--- src/rtl/rx_bridge_pkg.sv ---
// rtl/rx_bridge_pkg.sv - shared types and constants for the 16b-to-64b receive bridge
package rx_bridge_pkg;

    typedef enum logic {
        ST_IDLE    = 1'b0,
        ST_COLLECT = 1'b1
    } state_t;

    localparam logic [1:0] LANE_0 = 2'd0;
    localparam logic [1:0] LANE_1 = 2'd1;
    localparam logic [1:0] LANE_2 = 2'd2;
    localparam logic [1:0] LANE_3 = 2'd3;

    localparam int FMT_4DW_BIT  = 0;
    localparam int FMT_DATA_BIT = 1;
    localparam int MAX_LEN_DW   = 1024;

    // Lane 0 is the most significant halfword of the assembled word.
    function automatic logic [63:0] put_halfword(input logic [63:0] word,
                                                 input logic [1:0]  lane,
                                                 input logic [15:0] hw);
        logic [63:0] r;
        r = word;
        case (lane)
            LANE_0:  r[63:48] = hw;
            LANE_1:  r[47:32] = hw;
            LANE_2:  r[31:16] = hw;
            default: r[15:0]  = hw;
        endcase
        return r;
    endfunction

endpackage

--- src/rtl/rx_len_checker.sv ---
// rtl/rx_len_checker.sv - header length capture and halfword count compare (RX_BRIDGE_LEN_CHECK_EN)
module rx_len_checker
    import rx_bridge_pkg::*;
(
    input  logic       clk_125,
    input  logic       rst,
    input  logic       start,
    input  logic       cont,
    input  logic       close_prev,
    input  logic       close_cur,
    input  logic [1:0] fmt_in,
    input  logic [9:0] len_in,
    output logic       len_err
);

    logic [11:0] cnt;
    logic [11:0] cnt_inc;
    logic [1:0]  fmt;
    logic [9:0]  len;

    function automatic logic mismatch(input logic [11:0] n,
                                      input logic [1:0]  f,
                                      input logic [9:0]  l);
        logic [10:0] len_dw;
        logic [10:0] exp_dw;
        len_dw = (l == 10'd0) ? 11'(MAX_LEN_DW) : {1'b0, l};
        exp_dw = (f[FMT_4DW_BIT] ? 11'd4 : 11'd3) + (f[FMT_DATA_BIT] ? len_dw : 11'd0);
        return n[0] || (n[11:1] != exp_dw);
    endfunction

    assign cnt_inc = (cnt == 12'hFFF) ? cnt : cnt + 12'd1;

    always_ff @(posedge clk_125) begin
        if (rst) begin
            cnt     <= '0;
            fmt     <= '0;
            len     <= '0;
            len_err <= 1'b0;
        end else begin
            len_err <= 1'b0;
            if (start) begin
                // The aborted packet is judged on what it had; the new one starts at one halfword.
                if (close_prev) len_err <= mismatch(cnt, fmt, len);
                if (close_cur)  len_err <= mismatch(12'd1, fmt_in, len_in);
                cnt <= 12'd1;
                fmt <= fmt_in;
                len <= '0;
            end else if (cont) begin
                cnt <= cnt_inc;
                if (cnt == 12'd1) len <= len_in;
                if (close_cur) len_err <= mismatch(cnt_inc, fmt, (cnt == 12'd1) ? len_in : len);
            end
        end
    end

endmodule

--- src/rtl/rx_bridge_16b_to_64b.sv ---
// rtl/rx_bridge_16b_to_64b.sv - packs 16-bit RX TLP halfwords into 64-bit words; length check under RX_BRIDGE_LEN_CHECK_EN
module rx_bridge_16b_to_64b
    import rx_bridge_pkg::*;
(
    input  logic        clk_125,
    input  logic        rst,
    input  logic [15:0] rx_data_16b,
    input  logic        rx_st_16b,
    input  logic        rx_end_16b,
    output logic [63:0] rx_data_64b,
    output logic        rx_val_64b,
    output logic        rx_st_64b,
    output logic        rx_end_64b,
    output logic        rx_dwen_64b,
    output logic        rx_err,
    output logic        rx_len_err
);

    state_t      state, state_n;
    logic [1:0]  lane, lane_n;
    logic [63:0] buf_q, buf_n;
    logic [63:0] word_w, start_w;
    logic        first, first_n;
    logic        emit, emit_st, emit_end, emit_dwen, err_n;
    logic [63:0] emit_data;

    assign word_w  = put_halfword(buf_q, lane, rx_data_16b);
    assign start_w = put_halfword(64'd0, LANE_0, rx_data_16b);

    always_comb begin
        state_n   = state;
        lane_n    = lane;
        buf_n     = buf_q;
        first_n   = first;
        emit      = 1'b0;
        emit_data = buf_q;
        emit_st   = first;
        emit_end  = 1'b0;
        emit_dwen = 1'b0;
        err_n     = 1'b0;
        case (state)
            ST_IDLE: begin
                if (rx_st_16b && rx_end_16b) begin
                    emit      = 1'b1;
                    emit_data = start_w;
                    emit_st   = 1'b1;
                    emit_end  = 1'b1;
                    emit_dwen = 1'b1;
                    err_n     = 1'b1;
                end else if (rx_st_16b) begin
                    buf_n   = start_w;
                    lane_n  = LANE_1;
                    first_n = 1'b1;
                    state_n = ST_COLLECT;
                end else if (rx_end_16b) begin
                    err_n = 1'b1;
                end
            end
            default: begin
                if (rx_st_16b) begin
                    // Missing end: flush what is buffered (lane halfwords) and restart on this beat.
                    emit      = 1'b1;
                    emit_end  = 1'b1;
                    emit_dwen = (lane != LANE_3);
                    err_n     = 1'b1;
                    buf_n     = start_w;
                    lane_n    = LANE_1;
                    first_n   = 1'b1;
                end else begin
                    lane_n = lane + 2'd1;
                    if (rx_end_16b) begin
                        emit      = 1'b1;
                        emit_data = word_w;
                        emit_end  = 1'b1;
                        emit_dwen = (lane == LANE_0) || (lane == LANE_1);
                        err_n     = ~lane[0];
                        state_n   = ST_IDLE;
                        lane_n    = LANE_0;
                        buf_n     = '0;
                        first_n   = 1'b0;
                    end else if (lane == LANE_3) begin
                        emit      = 1'b1;
                        emit_data = word_w;
                        buf_n     = '0;
                        first_n   = 1'b0;
                    end else begin
                        buf_n = word_w;
                    end
                end
            end
        endcase
    end

    always_ff @(posedge clk_125) begin
        if (rst) begin
            state       <= ST_IDLE;
            lane        <= LANE_0;
            buf_q       <= '0;
            first       <= 1'b0;
            rx_data_64b <= '0;
            rx_val_64b  <= 1'b0;
            rx_st_64b   <= 1'b0;
            rx_end_64b  <= 1'b0;
            rx_dwen_64b <= 1'b0;
            rx_err      <= 1'b0;
        end else begin
            state      <= state_n;
            lane       <= lane_n;
            buf_q      <= buf_n;
            first      <= first_n;
            rx_val_64b <= emit;
            rx_err     <= err_n;
            if (emit) begin
                rx_data_64b <= emit_data;
                rx_st_64b   <= emit_st;
                rx_end_64b  <= emit_end;
                rx_dwen_64b <= emit_dwen;
            end
        end
    end

`ifdef RX_BRIDGE_LEN_CHECK_EN
    logic in_collect;
    assign in_collect = (state == ST_COLLECT);

    rx_len_checker u_len_checker (
        .clk_125    (clk_125),
        .rst        (rst),
        .start      (rx_st_16b),
        .cont       (in_collect && !rx_st_16b),
        .close_prev (in_collect && rx_st_16b),
        .close_cur  (rx_end_16b && (in_collect ? !rx_st_16b : rx_st_16b)),
        .fmt_in     (rx_data_16b[14:13]),
        .len_in     (rx_data_16b[9:0]),
        .len_err    (rx_len_err)
    );
`else
    assign rx_len_err = 1'b0;
`endif

endmodule

--- config.mk ---
export PLATFORM = sky130hd
export DESIGN_NAME = rx_bridge_16b_to_64b
export DESIGN_NICKNAME = d
export VERILOG_FILES = /design/src/rtl/rx_bridge_pkg.sv /design/src/rtl/rx_len_checker.sv /design/src/rtl/rx_bridge_16b_to_64b.sv
export SDC_FILE = /design/constraint.sdc
export NUM_CORES = 1
export LEC_CHECK = 0
export BUFFER_PORTS_ARGS = -buffer_cell sky130_fd_sc_hd__buf_4
export CAP_MARGIN = 25
export CORE_AREA = 2 2 178 110
export CTS_BUF_LIST = sky130_fd_sc_hd__clkbuf_4
export CTS_CLUSTER_SIZE = 12
export DETAILED_ROUTE_END_ITERATION = 6
export DIE_AREA = 0 0 180 112
export GPL_TIMING_DRIVEN = 0
export PLACE_DENSITY = 0.61
export REMOVE_ABC_BUFFERS = 1
export SYNTH_ARGS = -nofsm -noshare
export SYNTH_HDL_FRONTEND = slang
export SYNTH_SLANG_ARGS = --single-unit
export TNS_END_PERCENT = 30
--- constraint.sdc ---
create_clock -name clk_125 -period 5.9 [get_ports clk_125]
set_input_delay 1.77 -clock clk_125 [delete_from_list [all_inputs] [get_ports clk_125]]
set_output_delay 1.77 -clock clk_125 [all_outputs]
set_load 0.1 [all_outputs]
==> qor.yml, run 1 <==
outcome:
  status: "completed"
global_route:
  grt_first_pass_wirelength_microns: 29500
  groute.usage.overall_pct: 18.4
  antenna_found_initial: 0
  grt_max_degree: 63
  grt_pass1_vias: 5149
  grt_overflow: 0
finish:
  fillers: 1846
  drive_gt1_share_pct: 24.8
  antennaDiodeCount: 0
  num-nets-final: 789
  area_growth_syn_to_layout_pct: 19.2
logic_synthesis:
  yosys-top-cells-area: "dfxtp_1 (43%), mux2_2 (8.5%), nor2_1 (6.3%)"
  synth_area_per_cell_sq_um: 8.92
  seq_area_frac_synth_pct: 42.9
  synth_top_area_share_pct: 42.9
  synth_top_cell_by_area: "dfxtp_1"
  synth_async_sr_flop_share_pct: 0
  synth_flop_cell: "dfxtp_1"
  syn_inst: 717
  synth_edf_count: 0
  synth-seq-cells: 137
  yosysWarnings: 0
  syn_area_sq_um: 6400
  synth_common_cells: "dfxtp_1 (137), nor2_1 (108), mux2_2 (48), nor3_1 (48), a22oi_1 (36)"
  yosysMostFrequentCell: "dfxtp_1"
  ys_types: 45
detailed_routing:
  wl_microns: 18300
  ant_nets: 0
  drtPass1Iterations: 5
  wl_per_cell_microns: 17.9
  drt-initial-drc-count: 533
  avgViaCountPerCell: 5.43
  drcViolationCount: 0
  vias: 5546
timing:
  rsz0062_at_grt: "no"
  hold_slack_ns: 0.461
  fin_crit_ns: 3.73
  setup_viol: 0
  fmax_mhz: 268
  fin_crit_sh_pct: 63.3
  drv_slew: 0
  tightestPinTransition_ns: 1.03
  fin_ws_ns: 2.17
  fin_worst_skew_ns: 0.0134
  hold_viol_final: 0
  relSlewSlack_pct: 31.6
worst_hold_path:
  min-delay-start: "rx_data_64b[4]"
  min_path_type: "reg -> reg"
worst_setup_path:
  startpoint_type: "input pin"
  slowest_delay_ns: 0.80
  path_buf_inv: 1
  path_class: "in -> reg"
  required_ns: 6.37
  startpoint: "rx_st_16b"
  crit_fanout: 52
  r2r-start: "state"
  rrSetupSlack_ns: 3.20
  critPathCaptureType: "register"
  critPathTopFamily: "simple AND/OR/NAND/NOR gates"
  cp_cell_sequence: "buf_4 > nand2b_2 > a2bb2oi_4 > a211oi_1 > nor3_1"
  crit_slowest_cell: "nand2b_2"
  crit_arrival_ns: 4.20
clocking:
  clk_latency_ns: 0.54
  post_cts_resize_count: 0
  htreeDepth: 4
  cts_setup_buffers: 0
  path_clk_slew_ns: 0.13
  cts-root-buf: "clkbuf_4"
  cts_hold_buf: 0
  cts_tree: "done"
  cts_sinks: 137
  cts_buffer_depth: 2
  cts_made_buffers: 17
flow_run:
  drv_cap: 0
floorplanning:
  dieArea_sq_um: 20200
  start_util_pct: 34.4
  core_area_sq_um: 18600
  die_x_microns: 180
  die_y_microns: 112
  rows: 39
  io-pin-count: 90
placed_design:
  io_buffers: 88
  gp_congestion: 0.744
  place_worst_setup_slack_ns: 1.64
  post-dp-hpwl_microns: 11800
power_and_ir_drop:
  pwr_density_cell_nw_per_um2: 294
  max-vdd-ir-drop_uv: 112
  power_leakage_nw: 2.84
  power_mw: 2.24
final cells by class:
class,count,area [sq um],share of cell area (%)
clock buffer,18,135,1.77
tap,246,308,4.04
timing repair buffer,98,880,11.5
inverter,5,18.8,0.246
sequential,137,2740,36.0
clock inverter,13,203,2.66
multi-input combinational,504,3340,43.8
flip-flops by register name, summed over array words and instances (netlist names):
name         flops
first            1
state            1
rx_end_64b       1
lane             2
buf_q           64
rx_st_64b        1
rx_dwen_64b      1
rx_err           1
rx_data_64b     64
rx_val_64b       1
kinds of logic (layout without fill, tap and decap cells):
| logic type | Yosys count | count (layout) | synth area share, % |
|---|---|---|---|
| AOI/OAI and AO/OA | 160 | 160 | 18.9 |
| xor gates and xnor gates | 1 | 1 | 0.137 |
| adders and majority gates | 6 | 6 | 1.17 |
| buffers and inverters | 76 | 134 | 5.34 |
| DFF | 137 | 137 | 42.9 |
| muxes | 54 | 54 | 9.39 |
| other | 1 | 1 | 0.0586 |
| and+or+nand+nor | 282 | 282 | 22.1 |
per-stage QoR:
step	setup TNS, ns	std cells	cell area, sq um	util (%)
finish	0	1021	7620	41.0
global route	0	1021	7620	41.0
CTS	0	1021	7620	41.0
detailed placement	0	990	7290	39.2
global placement	-1.71	980	7040	37.9
floorplan	0	646	6070	-
path summary, 6_finish.rpt:
| path | endpoint | cells past startpoint |
|---|---|---|
| hold reg to reg | rx_data_64b[4] | 2 |
| hold / removal | rx_data_64b[4] | 2 |
| setup / recovery | rx_data_64b[36] | 5 |
| setup reg to reg | rx_data_64b[50] | 7 |
cell usage in the layout, fill, tap and decap left out, types with 3 or more instances in the layout:
master / count
nand2b_1: 16
o21ai_0: 7
nand3_1: 35
buf_16: 6
or2_2: 4
a221oi_1: 14
ha_1: 6
a21oi_1: 27
a311oi_1: 17
inv_1: 4
nor3b_1: 29
mux2_2: 48
mux2i_1: 6
nor2_1: 107
clkbuf_4: 18
buf_4: 89
o22ai_1: 3
o2bb2ai_1: 12
a32oi_1: 3
clkinvlp_4: 3
nor3_1: 48
a211oi_1: 30
and2_1: 17
a22oi_1: 36
bufinv_16: 5
dfxtp_1: 136
nor2b_1: 4
nand2_1: 12
metal layers:
| layer | GRT usage (%) | part of all wire (%) |
|---|---|---|
| met5 | 0 | 0 |
| met4 | 4.88 | 1.1 |
| met3 | 3.37 | 6.6 |
| met2 | 25.1 | 40 |
| met1 | 29.0 | 52 |
worst reg2reg max path, delay by kind of cell, from the launching register on:
| kind | cells | cell delay [ns] |
|---|---|---|
| AOI/OAI and AO/OA | 2 | 0.82 |
| buffers and inverters | 4 | 1.10 |
| DFF | 1 | 0.61 |
| and+or+nand+nor | 1 | 0.07 |
where the power goes:
part / internal, mW / total (mW) / switching [mW]
Clock: 0.379 / 0.740 / 0.361
Sequential: 0.963 / 0.990 / 0.0268
Combinational: 0.134 / 0.508 / 0.373
Total: 1.48 / 2.24 / 0.762
Note: power is estimated with default switching activity, not from simulation.
==> inputs of run 2 (changes only) <==
Settings changed: PLACE_DENSITY 0.61 to 0.63.
Clock period 5.9 ns to 3.15 ns, I/O delays scaled along.
==> run 2 against run 1 <==
  * Largest cell class unchanged
  * Flip-flop and latch count unchanged
  * Largest power group unchanged
  * Core utilization fell by 0.30 points
  * Critical path type unchanged
  * Non-clock buffer count is 1 higher
  * Global-route usage down 0.10 points
==> qor.yml, run 2 (synthesis results as in run 1) <==
outcome:
  status: "completed"
worst_setup_path:
  critPathCaptureType: "register"
  rrSetupSlack_ns: 0.49  # -2.71 ns
  startpoint_type: "input pin"
  path_buf_inv: 1  # unchanged
  required_ns: 3.59  # -2.78 ns
  crit_slowest_cell: "nand2b_2"
  r2r_end: "rx_data_64b[3]"
  r2r_cells: 6  # -1
  crit_arrival_ns: 3.41  # -0.79 ns
  r2r-start: "state"
  cp_cell_sequence: "buf_4 > nand2b_2 > a2bb2oi_4 > a211oi_1 > nor3_1"
  slowest_delay_ns: 0.82  # +0.02 ns
  path_class: "in -> reg"
  critPathTopFamily: "simple AND/OR/NAND/NOR gates"
  crit_fanout: 52  # unchanged
clocking:
  htreeDepth: 4  # unchanged
  cts_buffer_depth: 2  # unchanged
  clk_latency_ns: 0.52  # -0.02 ns
  cts_sinks: 137  # unchanged
  post_cts_resize_count: 0  # unchanged
  cts-root-buf: "clkbuf_4"
  cts_tree: "done"
  path_clk_slew_ns: 0.12  # about the same
  cts_hold_buf: 0  # unchanged
  cts_setup_buffers: 0  # unchanged
  cts_made_buffers: 17  # unchanged
global_route:
  groute.usage.overall_pct: 18.3  # -0.10 points
  grt_first_pass_wirelength_microns: 29500  # about the same
  antenna_found_initial: 0  # unchanged
  grt_max_degree: 76  # +21%
  grt_overflow: 0  # unchanged
  grt_pass1_vias: 5204  # +1.1%
timing:
  fmax_mhz: 337
  hold_viol_final: 0  # unchanged
  fin_crit_sh_pct: 94.2
  fin_crit_ns: 2.97
  tightestPinTransition_ns: 0.982  # -0.0432 ns
  relSlewSlack_pct: 34.5  # +2.9 points
  fin_worst_skew_ns: 0.0139  # +0.000504 ns
  drv_slew: 0  # unchanged
  rsz0062_at_grt: "no"
  hold_slack_ns: 0.461  # -0.000372 ns
  setup_viol: 0  # unchanged
detailed_routing:
  drcViolationCount: 0  # unchanged
  wl_per_cell_microns: 18.2  # +1.7%
  drt-initial-drc-count: 474  # -11%
  wl_met2_microns: 7530  # +2.6%
  avgViaCountPerCell: 5.48  # +0.88%
  ant_nets: 0  # unchanged
  routed.top_layer: "met4"
  wl_met3_microns: 1370  # +14%
  drtPass1Iterations: 5  # unchanged
  drt-met1-wl_microns: 9600  # +0.53%
  vias: 5606  # +1.1%
  wl_microns: 18600  # +1.9%
power_and_ir_drop:
  power_mw: 4.01  # +79%
  pwr_density_cell_nw_per_um2: 529  # +80%
  max-vdd-ir-drop_uv: 294  # +160%
  p_int_mw: 2.54  # +72%
  p_comb_share_pct: 23.9  # +1.2 points
  power_switching_mw: 1.47  # +93%
  power.share.clock_pct: 29.9  # -3.2 points
  pwr-share-seq_pct: 46.2  # +2.0 points
  power_leakage_nw: 2.81  # -1.0%
  switching_share_pct: 36.6  # +2.6 points
finish:
  utilization_pct: 40.7  # -0.30 points
  area_growth_syn_to_layout_pct: 18.3
  top_regs: "buf_q x64, rx_data_64b x64, lane x2"
  fillers: 1847  # +0.054%
  finalNonFillerCells: 1023  # +0.20%
  antennaDiodeCount: 0  # unchanged
  drive_gt1_share_pct: 25.2  # +0.45 points
  final_cell_mix: "dfxtp_1 (136), nor2_1 (107), buf_4 (89), mux2_2 (48), nor3_1 (48)"
  num-nets-final: 790  # +0.13%
  layout_commonest_cell: "dfxtp_1"
worst_hold_path:
  min_path_type: "reg -> reg"
  min-delay-start: "rx_data_64b[6]"
  hold_path_end: "rx_data_64b[6]"
  hold_depth: 2  # unchanged
placed_design:
  dp.cells: 989  # -0.10%
  io_buffers: 88  # unchanged
  post-dp-hpwl_microns: 11700  # -0.26%
  gp_congestion: 0.750  # +0.86%
floorplanning:
  rows: 39  # unchanged
  start_util_pct: 34.4  # unchanged
  core_area_sq_um: 18600  # unchanged
  die_x_microns: 180  # unchanged
  io-pin-count: 90  # unchanged
  dieArea_sq_um: 20200  # unchanged
  die_y_microns: 112  # unchanged
flow_run:
  drv_cap: 0  # unchanged
[run 2: stage by stage]
step / worst slack [ns] / setup TNS (ns) / instance area, sq um
6_report: 0.183 / 0 / 7570
5_1_grt: 0.0674 / 0 / 7570
4_1_cts: 0.0248 / 0 / 7540
3_5_place_dp: -0.298 / -8.47 / 7250
3_3_place_gp: -2.86 / -173.89 / 7040
2_1_floorplan: -0.597 / -16.55 / 6070
[run 2: final cells by class]
| cell class | count | area [sq um] | area share, % |
|---|---|---|---|
| well taps | 246 | 308 | 4.07 |
| repair buffers | 99 | 875 | 11.6 |
| multi-input cells | 504 | 3340 | 44.1 |
| flip-flops and latches | 137 | 2740 | 36.3 |
| clock buffers | 18 | 135 | 1.79 |
| clock inverters | 14 | 151 | 2.00 |
| inverters | 5 | 18.8 | 0.248 |
[run 2: routing by layer]
metal | vias up | global-route usage, %
met5 | - | 0
met4 | 0 | 4.28
met3 | 13 | 4.06
met2 | 202 | 25.2
met1 | 2684 | 28.4
li1 | 2707 | -
[run 2: worst min-delay path: stages, from the launching register on]
cell and delay [ns]:
dfxtp_1 0.33, nand2_1 0.05, a21oi_1 0.05
[run 2: worst max path at each step]
stage	start	endpoint	slack, ns	depth (start not counted)
floorplan	state	rx_data_64b[10]	-0.60	4
finish	rx_st_16b	rx_data_64b[28]	0.18	5
global placement	state	rx_data_64b[10]	-2.86	4
global route	rx_st_16b	rx_data_64b[17]	0.07	5
detailed placement	rx_st_16b	rx_data_64b[45]	-0.30	5
CTS	state	rx_data_64b[7]	0.02	5
[run 2: power by group through the flow]
stage | sequential [mW] | combinational, mW | clock (mW)
after global routing | 1.86 | 1.01 | 1.30
after detailed placement | 1.89 | 0.944 | 0
after CTS | 1.85 | 0.947 | 1.22
after global placement | 1.90 | 0.898 | 0
after floorplan | 2.24 | 0.292 | 0
final | 1.85 | 0.957 | 1.20
==> inputs of run 3 (changes only) <==
Settings changed: BUFFER_PORTS_ARGS -buffer_cell sky130_fd_sc_hd__buf_4 to unset, DONT_BUFFER_PORTS set to 1, MAX_ROUTING_LAYER set to met4, PLACE_DENSITY 0.63 to 0.58, SKIP_CTS_REPAIR_TIMING set to 1.
==> run 3 against run 2 <==
  * Sequential share of layout area is 3.6 points higher
  * Highest routed layer unchanged
  * Maximum frequency is 12% higher
  * Critical path type is now reg -> reg
  * Largest power group unchanged
  * Non-clock buffer count is 89 lower
  * Critical endpoint is now rx_data_64b[29]
==> qor.yml, run 3 (synthesis results as in run 1) <==
power_and_ir_drop:
  power.share.clock_pct: 32.2  # +2.3 points
  switching_share_pct: 35.2  # -1.4 points
  pwr_density_cell_nw_per_um2: 566  # +7.0%
  max-vdd-ir-drop_uv: 252  # -14%
  pwr-share-seq_pct: 56.8  # +11 points
  power_leakage_nw: 2.35  # -16%
  power_switching_mw: 1.37  # -6.5%
  p_comb_share_pct: 11.1  # -13 points
  p_int_mw: 2.53  # -0.40%
timing:
  rsz0062_at_grt: "no"
  drv_slew: 0  # unchanged
  fin_crit_sh_pct: 84.0  # -10 points
  tightestPinTransition_ns: 1.06  # +0.0760 ns
  fmax_mhz: 378  # +12%
  hold_viol_final: 0  # unchanged
  hold_slack_ns: 0.468  # +0.00735 ns
  fin_worst_skew_ns: 0.0189  # +0.00502 ns
  setup_viol: 0  # unchanged
  fin_ws_ns: 0.506  # +0.323 ns
  relSlewSlack_pct: 29.5  # -5.1 points
  fin_crit_ns: 2.64  # -0.323 ns
global_route:
  grt_pass1_vias: 4951  # -4.9%
  antenna_found_initial: 0  # unchanged
  grt_overflow: 0  # unchanged
  grt_first_pass_wirelength_microns: 29100  # -1.5%
  grt_max_degree: 112  # +47%
  groute.usage.overall_pct: 18.7  # +0.38 points
finish:
  top_regs: "buf_q x64, rx_data_64b x64, lane x2"
  num-nets-final: 701  # -11%
  drive_gt1_share_pct: 15.4  # -9.8 points
  antennaDiodeCount: 0  # unchanged
  utilization_pct: 37.0  # -3.7 points
  final_cell_mix: "dfxtp_1 (136), nor2_1 (107), mux2_2 (48), nor3_1 (48), a22oi_1 (36)"
  area_growth_syn_to_layout_pct: 7.67
  finalNonFillerCells: 933  # -8.8%
  layout_commonest_cell: "dfxtp_1"
detailed_routing:
  drtPass1Iterations: 6  # +1
  avgViaCountPerCell: 5.61  # +2.3%
  drt-initial-drc-count: 367  # -23%
  wl_met3_microns: 1260  # -8.2%
  routed.top_layer: "met4"
  vias: 5232  # -6.7%
  drcViolationCount: 0  # unchanged
  wl_met2_microns: 7420  # -1.5%
  ant_nets: 0  # unchanged
  wl_per_cell_microns: 19.5  # +7.0%
  wl_microns: 18200  # -2.4%
  drt-met1-wl_microns: 9320  # -2.9%
worst_setup_path:
  startpoint_type: "register"
  crit_arrival_ns: 3.11  # -0.30 ns
  path_buf_inv: 3  # +2
  critPathTopFamily: "buffers and inverters"
  slowest_delay_ns: 0.68  # -0.14 ns
  required_ns: 3.62  # +0.03 ns
  cp_cell_sequence: "buf_12 > inv_1 > a211oi_4 > buf_8 > nor2_1 > o2bb2ai_1"
  crit_fanout: 47  # -9.6%
  path_class: "reg -> reg"
  critPathCaptureType: "register"
  crit_slowest_cell: "nor2_1"
floorplanning:
  start_util_pct: 34.4  # unchanged
  die_y_microns: 112  # unchanged
  io-pin-count: 90  # unchanged
  rows: 39  # unchanged
  dieArea_sq_um: 20200  # unchanged
  die_x_microns: 180  # unchanged
  core_area_sq_um: 18600  # unchanged
worst_hold_path:
  min_path_type: "reg -> reg"
placed_design:
  io_buffers: 0  # -100%
  post-dp-hpwl_microns: 11300  # -4.1%
  gp_congestion: 0.765  # +1.9%
  place_worst_setup_slack_ns: 0.318  # +0.616 ns
  dp.cells: 902  # -8.8%
clocking:
  path_clk_slew_ns: 0.12  # about the same
  htreeDepth: 4  # unchanged
  cts_buffer_depth: 2  # unchanged
  cts_tree: "done"
  cts_sinks: 137  # unchanged
  clk_latency_ns: 0.54  # +0.02 ns
  cts-root-buf: "clkbuf_4"
  cts_made_buffers: 17  # unchanged
flow_run:
  drv_cap: 0  # unchanged
outcome:
  status: "completed"
[run 3: path summary, 6_finish.rpt]
| check | from | end | slack, ns | cells past startpoint |
|---|---|---|---|---|
| setup / recovery | state | rx_data_64b[29] | 0.51 | 6 |
| setup reg to reg | state | rx_data_64b[29] | 0.51 | 6 |
| hold reg to reg | buf_q[6] | buf_q[6] | 0.47 | 1 |
| hold / removal | buf_q[6] | buf_q[6] | 0.47 | 1 |
[run 3: cell type report]
cell class,instances,area [sq um]
Fill cell,1931,11700
Clock buffer,17,128
Inverter,5,18.8
Tap cell,246,308
Sequential cell,137,2740
Multi-Input combinational cell,504,3330
Clock inverter,14,174
Timing Repair Buffer,10,184
[run 3: power groups by stage]
stage / clock network (mW) / registers (mW) / logic [mW]
after floorplan: 0 / 2.24 / 0.292
after global placement: 0 / 2.26 / 0.383
after CTS: 1.29 / 2.22 / 0.430
after detailed placement: 0 / 2.26 / 0.426
final: 1.25 / 2.21 / 0.432
after global routing: 1.36 / 2.23 / 0.477
[run 3: stage by stage]
stage	TNS (ns)	cell area, sq um	power (mW)
after global placement	-172.22	6380	2.65
after floorplan	-16.55	6070	2.53
after CTS	0	6890	3.94
after global routing	0	6890	4.07
after detailed placement	0	6590	2.68
final	0	6890	3.90
[run 3: metal layers]
layer,vias up,track usage [%]
met1,2539,26.7
met5,-,-
li1,2522,-
met4,0,4.77
met2,149,25.4
met3,22,5.46
